===== src/rtl/cpu_control_sequencer.sv =====
// cpu_control_sequencer
// Microcode sequencer for the 8-bit CPU. A 3-bit step counter walks each
// instruction through T0..T(NUM_STEPS-1). The control word is decoded
// combinationally from the current step, the opcode, the ALU flags and the
// halted bit, so each microstep lasts exactly one clock.
//
// Optional feature: define STEP_SKIP_EN to return to T0 right after the last
// non-empty step of each instruction instead of always running NUM_STEPS steps.
//
// Ports:
//   CLK    - system clock, rising edge
//   CLR_n  - asynchronous active-low reset; also forces all outputs inactive
//   OPCODE - instruction register upper nibble
//   CF, ZF - registered carry / zero flags from the ALU flag register
//   CTRL   - active-high control word:
//            0 CE, 1 CO, 2 J, 3 MI, 4 RI, 5 RO, 6 II, 7 IO,
//            8 AI, 9 AO, 10 BI, 11 SU, 12 OI, 13 HLT
//   EO_n   - active-low ALU output enable
//   FI_n   - active-low flag register load
//   STEP   - current microstep, for debug LEDs
module cpu_control_sequencer #(
  parameter int NUM_STEPS = 5,
  parameter int OPCODE_W  = 4
) (
  input  logic                CLK,
  input  logic                CLR_n,
  input  logic [OPCODE_W-1:0] OPCODE,
  input  logic                CF,
  input  logic                ZF,
  output logic [13:0]         CTRL,
  output logic                EO_n,
  output logic                FI_n,
  output logic [2:0]          STEP
);

  typedef enum logic [2:0] {T0, T1, T2, T3, T4, T5, T6, T7} step_e;

  localparam int CE  = 0;
  localparam int CO  = 1;
  localparam int J   = 2;
  localparam int MI  = 3;
  localparam int RI  = 4;
  localparam int RO  = 5;
  localparam int II  = 6;
  localparam int IO  = 7;
  localparam int AI  = 8;
  localparam int AO  = 9;
  localparam int BI  = 10;
  localparam int SU  = 11;
  localparam int OI  = 12;
  localparam int HLT = 13;

  localparam logic [OPCODE_W-1:0] OP_LDA = OPCODE_W'(4'b0001);
  localparam logic [OPCODE_W-1:0] OP_ADD = OPCODE_W'(4'b0010);
  localparam logic [OPCODE_W-1:0] OP_SUB = OPCODE_W'(4'b0011);
  localparam logic [OPCODE_W-1:0] OP_STA = OPCODE_W'(4'b0100);
  localparam logic [OPCODE_W-1:0] OP_LDI = OPCODE_W'(4'b0101);
  localparam logic [OPCODE_W-1:0] OP_JMP = OPCODE_W'(4'b0110);
  localparam logic [OPCODE_W-1:0] OP_JC  = OPCODE_W'(4'b0111);
  localparam logic [OPCODE_W-1:0] OP_JZ  = OPCODE_W'(4'b1000);
  localparam logic [OPCODE_W-1:0] OP_OUT = OPCODE_W'(4'b1110);
  localparam logic [OPCODE_W-1:0] OP_HLT = OPCODE_W'(4'b1111);

  localparam step_e LAST_STEP = step_e'(3'(NUM_STEPS - 1));

  step_e       step_q, step_d;
  logic        halted_q, halted_d;
  step_e       end_step;
  logic [13:0] ctrl_raw;
  logic        eo_n_raw;
  logic        fi_n_raw;

  always_ff @(posedge CLK or negedge CLR_n) begin
    if (!CLR_n) begin
      step_q   <= T0;
      halted_q <= 1'b0;
    end else begin
      step_q   <= step_d;
      halted_q <= halted_d;
    end
  end

`ifdef STEP_SKIP_EN
  // Last non-empty step of each instruction; unknown codes behave as NOP.
  // HLT never reaches its end step because it freezes at T2.
  always_comb begin
    end_step = T1;
    case (OPCODE)
      OP_LDA, OP_STA:                         end_step = T3;
      OP_ADD, OP_SUB:                         end_step = T4;
      OP_LDI, OP_JMP, OP_OUT, OP_JC, OP_JZ,
      OP_HLT:                                 end_step = T2;
      default:                                end_step = T1;
    endcase
  end
`else
  assign end_step = LAST_STEP;
`endif

  // The HLT instruction sets halted at the edge ending its T2, leaving the
  // counter parked at T2 until CLR_n clears it.
  always_comb begin
    step_d   = step_q;
    halted_d = halted_q;
    if (!halted_q) begin
      if (step_q == T2 && OPCODE == OP_HLT) begin
        halted_d = 1'b1;
      end else if (step_q == end_step) begin
        step_d = T0;
      end else begin
        step_d = step_e'(step_q + 3'd1);
      end
    end
  end

  // Control word decode. Flags for JC/JZ are used live during T2 so the
  // decode follows whatever the flag register presents this cycle.
  always_comb begin
    ctrl_raw = '0;
    eo_n_raw = 1'b1;
    fi_n_raw = 1'b1;
    if (halted_q) begin
      ctrl_raw[HLT] = 1'b1;
    end else begin
      case (step_q)
        T0: begin
          ctrl_raw[CO] = 1'b1;
          ctrl_raw[MI] = 1'b1;
        end
        T1: begin
          ctrl_raw[RO] = 1'b1;
          ctrl_raw[II] = 1'b1;
          ctrl_raw[CE] = 1'b1;
        end
        T2: begin
          case (OPCODE)
            OP_LDA, OP_ADD, OP_SUB, OP_STA: begin
              ctrl_raw[IO] = 1'b1;
              ctrl_raw[MI] = 1'b1;
            end
            OP_LDI: begin
              ctrl_raw[IO] = 1'b1;
              ctrl_raw[AI] = 1'b1;
            end
            OP_JMP: begin
              ctrl_raw[IO] = 1'b1;
              ctrl_raw[J]  = 1'b1;
            end
            OP_JC: begin
              ctrl_raw[IO] = CF;
              ctrl_raw[J]  = CF;
            end
            OP_JZ: begin
              ctrl_raw[IO] = ZF;
              ctrl_raw[J]  = ZF;
            end
            OP_OUT: begin
              ctrl_raw[AO] = 1'b1;
              ctrl_raw[OI] = 1'b1;
            end
            OP_HLT: ctrl_raw[HLT] = 1'b1;
            default: ctrl_raw = '0;
          endcase
        end
        T3: begin
          case (OPCODE)
            OP_LDA: begin
              ctrl_raw[RO] = 1'b1;
              ctrl_raw[AI] = 1'b1;
            end
            OP_ADD, OP_SUB: begin
              ctrl_raw[RO] = 1'b1;
              ctrl_raw[BI] = 1'b1;
            end
            OP_STA: begin
              ctrl_raw[AO] = 1'b1;
              ctrl_raw[RI] = 1'b1;
            end
            default: ctrl_raw = '0;
          endcase
        end
        T4: begin
          if (OPCODE == OP_ADD || OPCODE == OP_SUB) begin
            ctrl_raw[AI] = 1'b1;
            ctrl_raw[SU] = (OPCODE == OP_SUB);
            eo_n_raw     = 1'b0;
            fi_n_raw     = 1'b0;
          end
        end
        default: ctrl_raw = '0;
      endcase
    end
  end

  // Reset gates the decode directly so the bus goes quiet without a clock.
  assign CTRL = CLR_n ? ctrl_raw : 14'd0;
  assign EO_n = CLR_n ? eo_n_raw : 1'b1;
  assign FI_n = CLR_n ? fi_n_raw : 1'b1;
  assign STEP = step_q;

endmodule


===== config.mk =====
export PLATFORM = sky130hd
export DESIGN_NAME = cpu_control_sequencer
export DESIGN_NICKNAME = d
export VERILOG_FILES = /design/src/rtl/cpu_control_sequencer.sv
export SDC_FILE = /design/constraint.sdc
export NUM_CORES = 1
export LEC_CHECK = 0
export CORE_MARGIN = 5
export CORE_UTILIZATION = 36
export DETAILED_ROUTE_END_ITERATION = 6
export MAX_ROUTING_LAYER = met4
export PLACE_DENSITY = 0.75
export SLEW_MARGIN = 20
export SYNTH_ARGS = -nofsm -noshare
export SYNTH_HDL_FRONTEND = slang
export SYNTH_SLANG_ARGS = --single-unit

===== constraint.sdc =====
create_clock -name CLK -period 1.8 [get_ports CLK]
set_clock_uncertainty 0.15 [all_clocks]
set_input_delay 0.27 -clock CLK [delete_from_list [all_inputs] [get_ports CLK]]
set_output_delay 0.27 -clock CLK [all_outputs]
set_load 0.005 [all_outputs]

* Yosys cells after proc, flatten, opt, wreduce, memory -nomap -nowiden *
Cells that the tools add are included.

cells by class
  muxes and demuxes = 33
  reduce and logical (&&, ||, !) cells = 8
  bitwise logic cells = 2
  eq/ne operators = 14
  $add $sub $neg = 1

operators by type and width
  kind                 number
  $mux 1               23
  $eq 4x3->1 const B   4
  $mux 14              1
  $mux 13              1
  $eq 4x4->1 const B   3
  $pmux 1 s3           3
  $eq 4x2->1 const B   2
  $pmux 2 s2           2
  $eq 3x2->1 const B   2
  $reduce_or 6->1      1
  $eq 4x1->1 const B   1
  $reduce_or 4->1      1
  $add 3x1->3 const B  1
  $eq 3x1->1 const B   1
  $eq 3x3->1 const B   1
  $logic_not 3->1      1
  $mux 3               1
  $reduce_or 3->1      1
  $mux 2               1
  $not 1->1            2
  $pmux 1 s2           1
  $reduce_and 2->1     1
  $reduce_or 2->1      1
  $logic_and 1x1->1    1
  $logic_or 1x1->1     1

storage, ports and cells
  register bits after elaboration = 4

* Depth between registers and ports, before layout *
Gate-level depths: netlist of run 1.

  depth in word-level cells = 6
  gate-level depth with buffers = 6
  gate-level depth less buffers = 5

* Worst setup path after synthesis of run 1 *
No wires, ideal clock.

  path kind = register to output
  start point = reg step_q[0] (netlist: STEP[0])
  end point = out CTRL[8]
  arrival = 1.446 ns
  path slack = -0.066 ns
  data required time = 1.380 ns
  path buffers = 1
  cell stages (with the launch flop) = 7
  cell sequence = dfrtp_1 -> inv_1 -> ha_1 -> buf_2 -> nand3b_1 -> a2111oi_0 -> o211a_1

on the way
  cells in the longest elaborated chain, start to end = 4

RTL lines
  item                                      RTL line  source
  from (decl)                               66        step_e step_q, step_d;
  from (signal assigned)                    78        step_q <= step_d;
  $eq 3x3->1 or $eq 3x2->1 (tied branches)  125       case (step_q)
  $pmux 1 s3 *                              125
  $mux 13 *                                 122       if (halted_q) begin
  $mux 14 *                                 196       assign CTRL = CLR_n ? ctrl_raw : 14'd0;
  to (decl)                                 30        output logic [13:0] CTRL,

Every way passes the cells marked *; elsewhere a longest branch is shown, timed or not.

* Final worst setup path of run 1 *
  start point = reg step_q[1] (netlist: STEP[1])
  end point = out CTRL[5]

on the way
  cells in the longest elaborated chain, start to end = 4

RTL lines
  item                                      RTL line
  $eq 3x2->1 or $eq 3x1->1 (tied branches)  125
  $pmux 2 s2 *                              125
  $mux 13 *                                 122
  $mux 14 *                                 196

Marks and branches as above.

==> results list, run 1 <==
- Data arrives at the worst endpoint at 1.73 ns.
- Tightest hold margin: 0.187 ns
- Cts bufs inserted: 3
* Power per Cell Area: 1340 nW/um2
* Setup repair after global routing missed its margin: yes
- Slew at the pin closest to its max-slew limit: 0.287 ns
* Compound-gate portion of the synthesized area: 18.9%
* Vias after detailed routing: 829
* Slack of the critical path: -0.347 ns
* Adder-cell area share of the yosys netlist: 11.0%
* Top-area cell type share of the netlist area: 17.6%
* Overall routing resource usage: 21.8%
- Root cell of the clock tree: sky130_fd_sc_hd__clkbuf_4
- Of the available clock period, the critical path in the final layout requires 119%.
* Leading area contributor after synthesis: sky130_fd_sc_hd__dfrtp_1
- Each instance of the synthesized netlist takes up on average 7.69 um2.
- The die covers 2480 um2.
* Yosys warning total: 0
- Of the total synthesized cell area, the portion taken by XOR and XNOR cells is 0%.
- EDFF count, synth: 0
* Cells after Synth: 74
- VDD sags by at most 1.04 mV.
* Leak: 0.619 nW
* Drt initial violations: 15
- Final antenna diode count: 0
* Data required time of the critical path: 1.38 ns
* Simple-gate share of the synthesized area: 35.6%
* R2R depth: 8
- TritonCTS built the clock tree.
- Io pins: 27
- TritonCTS Sinks: 4
- Number of nets in the synthesized netlist: 87
- Critical path fanouts, max: 3
* Mapped Area: 569 um2
* Number of nets at the end of the flow: 153
- In the routed layout, each cell is associated on average with a via count of 5.38.
- Detailed Route WL: 2560 um
- In this run the tightest slew margin relative to its limit is 80.9%.
* F_max: 466 MHz
- For this run, the register share of the synthesized area comes to 17.6%.
* Routability congestion estimate: 0.892
- Site Rows: 14
- Post-Place Cell Area: 1000 um2
- Commonest cells in the netlist: 6 x sky130_fd_sc_hd__a21oi_1, 6 x sky130_fd_sc_hd__inv_1, 6 x sky130_fd_sc_hd__nand2_1
* Netlist cell types: 30
- The finished cells cover 1260 um2.
* Sum of overflow across all layers after global routing: 0
- Initial Util: 37.8%
- The initial antenna violation count came to 0.
* Vias in the first global route: 912
- The first detailed-routing pass took 4 iterations.
- Reg-to-reg critical path startpoint: STEP[1]$_DFFE_PN0P_
- From bottom edge to top edge, the die measures 49.8 um.
* Setup violations, final: 17
- First-pass GRT wire length: 4140 um
* Skew-Pair Late Insertion Delay: 0.24 ns
- Hold-fix buffer count after cts: 0
- Entering global routing, the biggest net connects 10 pins.
* Flip-flop and latch count after synthesis: 4
* Die Span X: 49.8 um
- The worst register-to-register path ends at STEP[0]$_DFFE_PN0P_.
- Floorplan Core Area: 1510 um2
- Port bufs: 26
* Fin. max-slew vios: 0
* Remaining design rule violation count: 0
- The worst hold path belongs to the class primary input to asynchronous set/reset pin.
- After synthesis, the share of flip-flops with an asynchronous set or reset is 100%.
- The final reports fail on setup timing.
- Element type at the critical path end: output port
* Result of the run: finished, violations left
* Estimated wirelength of the detail-placed design: 1520 um
- Across the run, the number of max-cap violations was 0.
- The worst setup path is launched from a flop.
* Total count of hold-check failures in the final report: 0
- Dominant register cell in the synthesized netlist: sky130_fd_sc_hd__dfrtp_1
* Type of the worst setup path: flop to output port
- After synthesis, the largest family of logic cells by area is simple AND/OR/NAND/NOR gates.
- The setup check on the worst reg-to-reg path leaves a slack of -0.15 ns.
* Reg clk slew, reported paths: 0.04 ns
* Bufs on Longest Clock Path: 2
- Once detail routing completed, the nets flagged for antenna violations numbered 0.
* Area grow syn2layout: 122%
- After detailed routing, the average wire length per cell comes to 16.6 um.
- Mux contribution to synthesized area: 4.40%
- H-tree Lvls: 1
- In the final layout, the share of cells above drive strength 1 is 60.9%.
- Synth area leaders: sky130_fd_sc_hd__dfrtp_1 18%, sky130_fd_sc_hd__ha_1 11%, sky130_fd_sc_hd__a21oi_1 5.3%, sky130_fd_sc_hd__buf_4 4.0%, sky130_fd_sc_hd__inv_1 4.0%
- Clock period minus final worst setup slack: 2.15 ns
[state kept, by name (all words and copies together), names as in the netlist]
name,flops
STEP,3
halted_q,1
[logic make-up after synthesis]
kind of cell	Yosys count
buffers and inverters	13
muxes	2
and+or+nand+nor	36
DFF	4
adders and majority gates	5
AOI/OAI and AO/OA	14
[layout by cell type (no fill, tap or decap), drive strengths merged, types with 2 or more instances in the layout]
| cell type | netlist | routed |
|---|---|---|
| or3 | 2 | 2 |
| clkdlybuf4s50 | 0 | 4 |
| nand2b | 3 | 3 |
| nor3 | 3 | 3 |
| nand3 | 2 | 2 |
| nor4 | 3 | 3 |
| nand4 | 3 | 3 |
| a21oi | 6 | 6 |
| dfrtp | 4 | 4 |
| nand3b | 2 | 2 |
| and2 | 2 | 2 |
| nor2b | 2 | 2 |
| dlygate4sd2 | 0 | 7 |
| clkbuf | 0 | 3 |
| o21ai | 2 | 2 |
| ha | 5 | 5 |
| buf | 7 | 57 |
| inv | 6 | 6 |
| nor2 | 5 | 5 |
| nand2 | 6 | 6 |
[power breakdown]
part           total [mW]  internal (mW)  switching, mW
clock network       0.113         0.0746         0.0380
logic                1.40          0.796          0.600
registers           0.187          0.139         0.0489
[worst max path at each step]
stage | from | to | cells after the start
after detailed placement | OPCODE[2] | CTRL[8] | 5
after global placement | OPCODE[2] | CTRL[8] | 5
after floorplan | STEP[0]$_DFFE_PN0P_ | CTRL[8] | 5
final | STEP[1]$_DFFE_PN0P_ | CTRL[5] | 7
after global routing | STEP[1]$_DFFE_PN0P_ | CTRL[5] | 7
after CTS | STEP[0]$_DFFE_PN0P_ | CTRL[8] | 6
[stage by stage]
stage | TNS, ns | cells | power, mW | util [%] | setup WS (ns)
4_1_cts | -2.00 | 152 | 1.55 | 80.0 | -0.269
3_5_place_dp | -8.87 | 135 | 1.05 | 66.5 | -0.631
2_1_floorplan | 0 | 74 | 0.614 | - | 0.00282
3_3_place_gp | -8.81 | 135 | 1.03 | 66.5 | -0.643
5_1_grt | -4.17 | 154 | 1.82 | 83.8 | -0.415
6_report | -2.94 | 154 | 1.70 | 83.8 | -0.347
[critical path, stage by stage, from the launching register on]
cell                       delay [ns]
sky130_fd_sc_hd__dfrtp_1         0.36
sky130_fd_sc_hd__buf_6           0.11
sky130_fd_sc_hd__ha_4            0.15
sky130_fd_sc_hd__ha_4            0.16
sky130_fd_sc_hd__nand2b_4        0.07
sky130_fd_sc_hd__or3_4           0.37
sky130_fd_sc_hd__a21oi_2         0.14
sky130_fd_sc_hd__buf_2           0.13
[final cells by class]
cell class | instances | area, um2
clock buffer | 3 | 22.5
fill | 80 | 244
inverter | 6 | 25.0
multi-input combinational | 57 | 542
sequential | 4 | 100
tap | 16 | 20.0
timing repair buffer | 68 | 553
[routing by layer]
metal	global-route usage [%]	wire length, um	up-vias
met3	2.41	102	12
met2	37.7	1320	37
li1	-	-	394
met1	22.7	1010	386
met5	-	0	-
met4	15.3	132	0
[timing repair]
item / 4_1_cts / 5_1_grt
setup endpoints to repair: 16 / 18
pin swaps: 19 / 4
buffers inserted: 14 / 3
resized for setup: 103 / 9
(Power assumes the default switching activity.)
==> inputs of run 2 (changes only) <==
- GPL_TIMING_DRIVEN: unset -> 0
==> run 2 against run 1 <==
The flow still finishes with violations (setup timing). Total power down 3.0%. Fmax decreased by 0.30%. Flip-flop and latch count unchanged. Final cell count is 6.5% lower. Via count fell by 1.4%. Final area decreased by 3.4%. Highest routed layer unchanged.
==> results list, run 2 (synthesized netlist as in run 1, its figures left out) <==
- Type of the worst setup path: flop to output port
- Setup violations, final: 16
- Critical Path Sink: CTRL[5]
- Setup repair after global routing missed its margin: yes
- For the pin with the worst max-slew slack, the measured transition is 0.363 ns.
- In the final layout, the multi-input gates occupy 561 um2.
- Area grow syn2layout: 114%
* Critical path fanouts, max: 6
- Data required time of the critical path: 1.38 ns
* Hold Path Class: primary input to flop
- The clock reaches the later pin of the worst-skew pair after 0.24 ns.
- Combinational share of power: 79.1%
- Estimated wirelength of the detail-placed design: 1260 um
- For the finished layout, the period the worst path requires is 2.15 ns.
- Site Rows: 14
- TritonCTS built the clock tree.
- The die covers 2480 um2.
- Internal power contribution: 0.958 mW
- The detailed router finished its first iteration with 20 violations.
- Area taken by flip-flops and latches: 104 um2
- Capture point of the worst reg-to-reg path: STEP[0]$_DFFE_PN0P_
- At the end of routability-driven placement, the weighted congestion stood at 0.855.
* Number of nets at the end of the flow: 143
* Port bufs: 25
- Global routing consumed, over all layers together, 20.5% of the routing resources.
- Post-Place Cell Area: 852 um2
- In this run, CTS created clock tree buffers numbering 3.
- Element type at the critical path start: flop
- The die is 49.8 um wide.
- Design area: 1220 um2
* Maximum VDD drop: 1.07 mV
* Detailed Route WL: 2650 um
* DR vias/cell: 5.67
* Remaining max-slew budget at the tightest pin: 75.5%
- Cells with a size suffix above 1 make up 64.8% of the layout.
- Net switching is 41.7% of the power.
- Initial Util: 37.8%
- The register with the most flip-flops in the layout has 3 of them.
* Slack of the critical path: -0.354 ns
- Y dimension of the die: 49.8 um
* Tightest hold margin: 0.311 ns
- In this run the power spent charging and discharging nets is 0.687 mW.
- Bufs on Longest Clock Path: 2
* Share of power burned in the clock network: 6.8%
* Antenna-violating nets left: 0
- Entering global routing, the biggest net connects 11 pins.
- H-tree Lvls: 1
- Result of the run: finished, violations left
* First-pass GRT wire length: 3930 um
- Commonest cells after routing, fill and taps aside: 19 x sky130_fd_sc_hd__buf_4, 16 x sky130_fd_sc_hd__buf_6, 12 x sky130_fd_sc_hd__buf_2
- Across the run, the number of max-cap violations was 0.
* Signal arrival time at the worst endpoint: 1.73 ns
- The via count of the first global-routing pass was 856.
* Final antenna diode count: 0
* Floorplan Core Area: 1510 um2
- Total iterations of the first detailed-routing run: 4
- Power per Cell Area: 1350 nW/um2
- Based on the critical path, the design can be clocked at up to 464 MHz.
* Most common cell after layout, fill and taps aside: sky130_fd_sc_hd__buf_4
- The root buffer cell chosen for the clock tree is sky130_fd_sc_hd__clkbuf_4.
- The routed layout has 817 vias.
* Reg clk slew, reported paths: 0.03 ns
- The final reports fail on setup timing.
* Total count of hold-check failures in the final report: 0
- Dividing the final minimum period by the clock period gives 120%.
* Dpl cells: 115
* Crit. Startpoint: STEP[2]$_DFFE_PN0P_
- Initial antenna violation count: 0
- Sum of overflow across all layers after global routing: 0
* Remaining design rule violation count: 0
- Fin. max-slew vios: 0
* Sequential Power Share: 14.0%
* Dpl ws: -0.939 ns
- Number of fill cells: 90
- R2R depth: 7
- Leak: 0.580 nW
- The clock net in this run drives a total of 4 sinks.
* Detail-routed net length per standard cell: 18.4 um
- Reg-to-reg critical path startpoint: STEP[1]$_DFFE_PN0P_
- Count of non-filler cells in the finished layout: 144
- Element type at the critical path end: output port
- Reg-to-reg setup timing slack: -0.13 ns
- Io pins: 27
-- run 2: power by group through the flow --
stage	logic (mW)	registers [mW]	clock network, mW
2_1_floorplan	0.418	0.195	0
3_3_place_gp	0.641	0.202	0
3_5_place_dp	0.653	0.202	0
4_1_cts	1.04	0.233	0.119
5_1_grt	1.38	0.239	0.128
6_report	1.30	0.231	0.113
-- run 2: worst max-delay path, stage by stage, from the launching register on --
cell and delay, ns:
sky130_fd_sc_hd__dfrtp_1 0.39, sky130_fd_sc_hd__buf_6 0.15, sky130_fd_sc_hd__inv_4 0.06, sky130_fd_sc_hd__ha_4 0.14, sky130_fd_sc_hd__nand2b_4 0.06, sky130_fd_sc_hd__buf_6 0.12
sky130_fd_sc_hd__or3_4 0.33, sky130_fd_sc_hd__a21oi_2 0.13, sky130_fd_sc_hd__buf_2 0.12
-- run 2: routing by layer --
metal / GRT usage [%] / wire length, um
met1: 20.2 / 1040
met2: 34.5 / 1370
met3: 5.42 / 149
met4: 14.0 / 87
met5: - / 0
-- run 2: repair_timing --
action	CTS	global route
endpoints found under the setup margin	16	15
hold endpoints to repair	4	0
pin swaps	16	11
gates resized for setup	105	17
hold buffers	1	0
buffers inserted	16	11
-- run 2: layout make-up --
class	instances	area share, %
inverter	6	2.46
tap	16	1.64
buffer	5	4.10
multi-input combinational	57	45.9
sequential	4	8.51
timing repair buffer	53	35.5
clock buffer	3	1.85
-- run 2: worst min-delay path by stage --
stage / startpoint / end / slack [ns] / cells past startpoint
after floorplan: CLR_n / STEP[0]$_DFFE_PN0P_ / -0.18 / 0
after global placement: CLR_n / STEP[2]$_DFFE_PN0P_ / 0.38 / 1
after detailed placement: CLR_n / STEP[2]$_DFFE_PN0P_ / 0.39 / 1
after CTS: OPCODE[0] / halted_q$_DFF_PN0_ / 0.29 / 3
after global routing: OPCODE[0] / halted_q$_DFF_PN0_ / 0.32 / 3
final: OPCODE[0] / halted_q$_DFF_PN0_ / 0.31 / 3
-- run 2: per-stage QoR --
stage | total power [mW] | TNS [ns] | utilization [%]
finish | 1.64 | -2.70 | 81.0
global route | 1.75 | -3.85 | 81.0
CTS | 1.40 | -2.20 | 72.8
detailed placement | 0.856 | -10.95 | 56.6
global placement | 0.843 | -10.34 | 56.6
floorplan | 0.614 | 0 | -
==> inputs of run 3 (changes only) <==
- ABC_AREA: unset -> 1
- CAP_MARGIN: unset -> 40
- CORE_UTILIZATION: 36 -> 35
- GPL_TIMING_DRIVEN: 0 -> unset
- PLACE_DENSITY: 0.75 -> 0.74
==> run 3 against run 2 <==
The run still ends with setup timing left. Critical endpoint is now CTRL[9]. Critical path depth down 1. Clock power down 4%. Worst setup slack better by 0.27 ns.
==> results list, run 3 <==
- Drt initial violations: 11
* Hold Path Class: primary input to asynchronous set/reset pin
- Skew-Pair Late Insertion Delay: 0.23 ns
- From bottom edge to top edge, the die measures 49.8 um.
* Result of the run: finished, violations left
* Die Span X: 49.8 um
* Leak: 0.603 nW
- Estimated wirelength of the detail-placed design: 1340 um
- In the synthesized netlist the async set-or-reset flop fraction comes to 100%.
* Site Rows: 14
* Power per Cell Area: 233 nW/um2
- TritonCTS Sinks: 4
- Synth area leaders: sky130_fd_sc_hd__dfrtp_1 18%, sky130_fd_sc_hd__nand2_1 18%, sky130_fd_sc_hd__nor2_1 12%, sky130_fd_sc_hd__ha_1 11%, sky130_fd_sc_hd__nand3_1 9.9%
- Yosys mapped the design onto 19 distinct sky130hd cell types.
- The library cell used most frequently in the layout, excluding fill and tap cells, is sky130_fd_sc_hd__buf_4.
- Commonest cells in the netlist: 26 x sky130_fd_sc_hd__nand2_1, 17 x sky130_fd_sc_hd__nor2_1, 13 x sky130_fd_sc_hd__inv_1
* Top-area cell type share of the netlist area: 18.1%
* Average footprint of a synthesized cell: 5.71 um2
- In this run the number of H-tree levels came out at 1.
* Post-Place Cell Area: 947 um2
* Total number of cells along the worst setup path: 7
* EDFF count, synth: 0
* Cell at the slowest stage of the critical path: sky130_fd_sc_hd__dfrtp_1
- Floorplan Core Area: 1510 um2
* Number of nets in the synthesized netlist: 110
- The worst setup path is captured at an output port.
* Slack of the critical path: -0.0858 ns
* Largest register FFs: 3
- Most numerous cell on the critical path: sky130_fd_sc_hd__ha_4
- After synthesis, flip-flops and latches occupy 18.1% of the total area.
- Setup repair after global routing missed its margin: yes
- Routability congestion estimate: 0.790
- Sum of overflow across all layers after global routing: 0
* Critical path fanouts, max: 4
- After routing the design area is 1110 um2.
- Area of the die: 2480 um2
- Cts bufs inserted: 3
- In the routed layout, each cell is associated on average with a via count of 4.60.
- Initial antenna violation count: 0
- Share of power burned in the clock network: 41.9%
- Per report_power, the combinational group accounts for 23.1% of the total.
- For this run, the post-layout net count is 165.
* F_max: 530 MHz
- For this run, the total global-route usage over all layers was measured as 16.0%.
* Setup violations, final: 5
- Counting I/O delays and the setup requirement, the final critical path takes 1.89 ns.
- First-pass GRT wire length: 3080 um
- Together, buffers and inverters on the worst path number 3.
* Internal power contribution: 0.191 mW
- Summed over all layers, the routed wires come to 1880 um.
- Sequence of cells on the critical path: buf_6, ha_4, ha_4, buf_4, nand3_2, a21oi_2, buf_2
* Fraction of power spent switching nets: 26.2%
- Slew at the pin closest to its max-slew limit: 0.310 ns
* Largest delay contributor family on the critical path: flip-flops
- Synthesis produced a netlist whose cell count is 97.
- Data required time of the critical path: 1.38 ns
- Before antenna repair, the detailed router went through 4 iterations.
* Number of fill cells: 122
* Switching power total: 0.0676 mW
- After synthesis the netlist holds a flip-flop and latch count of 4.
* Root cell of the clock tree: sky130_fd_sc_hd__clkbuf_4
- During placement, the flow inserted port buffers numbering 26.
- Number of max-capacitance violations reported: 0
- After detailed routing, the number of remaining DRC violations is 0.
- Total count of hold-check failures in the final report: 0
- In this run the deepest clock path goes through 2 buffers.
- Type of the worst setup path: flop to output port
- R2R depth: 10
- Remaining max-slew budget at the tightest pin: 79.2%
- The design draws 0.258 mW.
- In the synthesized netlist the dominant register cell turns out to be sky130_fd_sc_hd__dfrtp_1.
- Clock-pin slew was measured on the worst setup and hold paths at 0.03 ns.
- The top cell types in the final layout, fill and taps aside, are 23 x sky130_fd_sc_hd__buf_4, 21 x sky130_fd_sc_hd__nand2_1, 15 x sky130_fd_sc_hd__buf_2.
- Detail-routed net length per standard cell: 11.3 um
* Vias in the first global route: 791
- Of the cells placed in the final design, the portion with a size suffix greater than 1 is 54.7%.
- Antenna-violating nets left: 0
- Maximum VDD drop: 0.316 mV
- Reg-to-reg setup timing slack: 0.20 ns
- Area grow syn2layout: 100%
- Yosys warning total: 0
* Reg-to-reg critical path startpoint: STEP[1]$_DFFE_PN0P_
* Capture point of the worst reg-to-reg path: STEP[0]$_DFFE_PN0P_
- Summing over every cut layer, the via total after detailed routing is 764.
- Sequential Power Share: 35.0%
* Signal arrival time at the worst endpoint: 1.47 ns
- Element type at the critical path start: flop
* Dpl ws: -0.494 ns
- CTS tree: yes
- The total count of max-transition violations in the final report came to 0.
* Leading area contributor after synthesis: sky130_fd_sc_hd__dfrtp_1
* Final antenna diode count: 0
- sky130_fd_sc_hd__nand2_1 is the most common cell in the netlist.
- Largest net degree at the start of global routing: 7
- Failing checks: setup timing
- 27 I/O pins were placed.
- Post-route fraction of the period consumed by the critical path: 105%
* Initial Util: 36.8%
* Area taken by flip-flops and latches: 101 um2
- Adding up every negative setup slack in the final design gives -0.259 ns.
- In the final layout, the multi-input gates occupy 500 um2.
* Mapped Area: 554 um2
- The largest single stage delay on the critical path is 0.40 ns.
[run 3: logic make-up after synthesis]
family	Yosys count	share of synthesized area, %
AOI/OAI and AO/OA	6	5.64
buffers and inverters	21	16.3
and+or+nand+nor	61	48.8
DFF	4	18.1
adders and majority gates	5	11.3
[run 3: layout make-up]
cell class | count | area share (%)
Clock buffer | 3 | 2.03
Inverter | 18 | 6.55
Multi-Input combinational cell | 72 | 45.1
Sequential cell | 4 | 9.14
Tap cell | 16 | 1.81
Timing Repair Buffer | 53 | 35.3
[run 3: power by group through the flow]
stage          registers [mW]  logic, mW  clock network [mW]
2_1_floorplan          0.0916     0.0243                   0
3_3_place_gp           0.0916     0.0549                   0
3_5_place_dp           0.0916     0.0557                   0
4_1_cts                0.0905     0.0563               0.113
5_1_grt                0.0903     0.0658               0.129
6_report               0.0905     0.0596               0.108
[run 3: worst max path at each step]
stage | from | endpoint | slack, ns
detailed placement | OPCODE[2] | CTRL[7] | -0.49
global route | STEP[0]$_DFFE_PN0P_ | CTRL[8] | -0.18
global placement | OPCODE[2] | CTRL[8] | -0.48
CTS | STEP[0]$_DFFE_PN0P_ | CTRL[8] | -0.1
floorplan | STEP[0]$_DFFE_PN0P_ | FI_n | 0.23
finish | STEP[0]$_DFFE_PN0P_ | CTRL[9] | -0.09
[run 3: through the flow]
stage                     utilization, %  hold WS, ns  instances
after floorplan                        -       -0.176         97
after global placement              62.9        0.412        154
after detailed placement            62.9        0.424        154
after CTS                           71.3        0.475        166
after global routing                73.6        0.486        166
final                               73.6        0.482        166
[run 3: what timing repair did]
item	4_1_cts	5_1_grt
endpoints found under the hold margin	4	0
hold buffers	1	0
resized for setup	98	15
pin swaps	17	10
buffers inserted	8	1
endpoints found under the setup margin	16	17
[run 3: worst register-to-register path: stages (launching register included)]
cell,delay (ns)
sky130_fd_sc_hd__dfrtp_2,0.44
sky130_fd_sc_hd__inv_2,0.07
sky130_fd_sc_hd__ha_4,0.17
sky130_fd_sc_hd__nand2_4,0.07
sky130_fd_sc_hd__inv_4,0.04
sky130_fd_sc_hd__buf_4,0.12
sky130_fd_sc_hd__buf_4,0.12
sky130_fd_sc_hd__buf_4,0.12
sky130_fd_sc_hd__nor2_1,0.09
sky130_fd_sc_hd__nand3_1,0.08
sky130_fd_sc_hd__nand2_1,0.07
[run 3: layer usage]
layer / GRT usage (%) / up-vias / share of wire [%]
met2: 30.9 / 17 / 57
met4: 8.73 / 0 / 0.91
li1: - / 402 / -
met1: 14.3 / 343 / 38
met5: - / - / 0
met3: 2.41 / 2 / 3.9
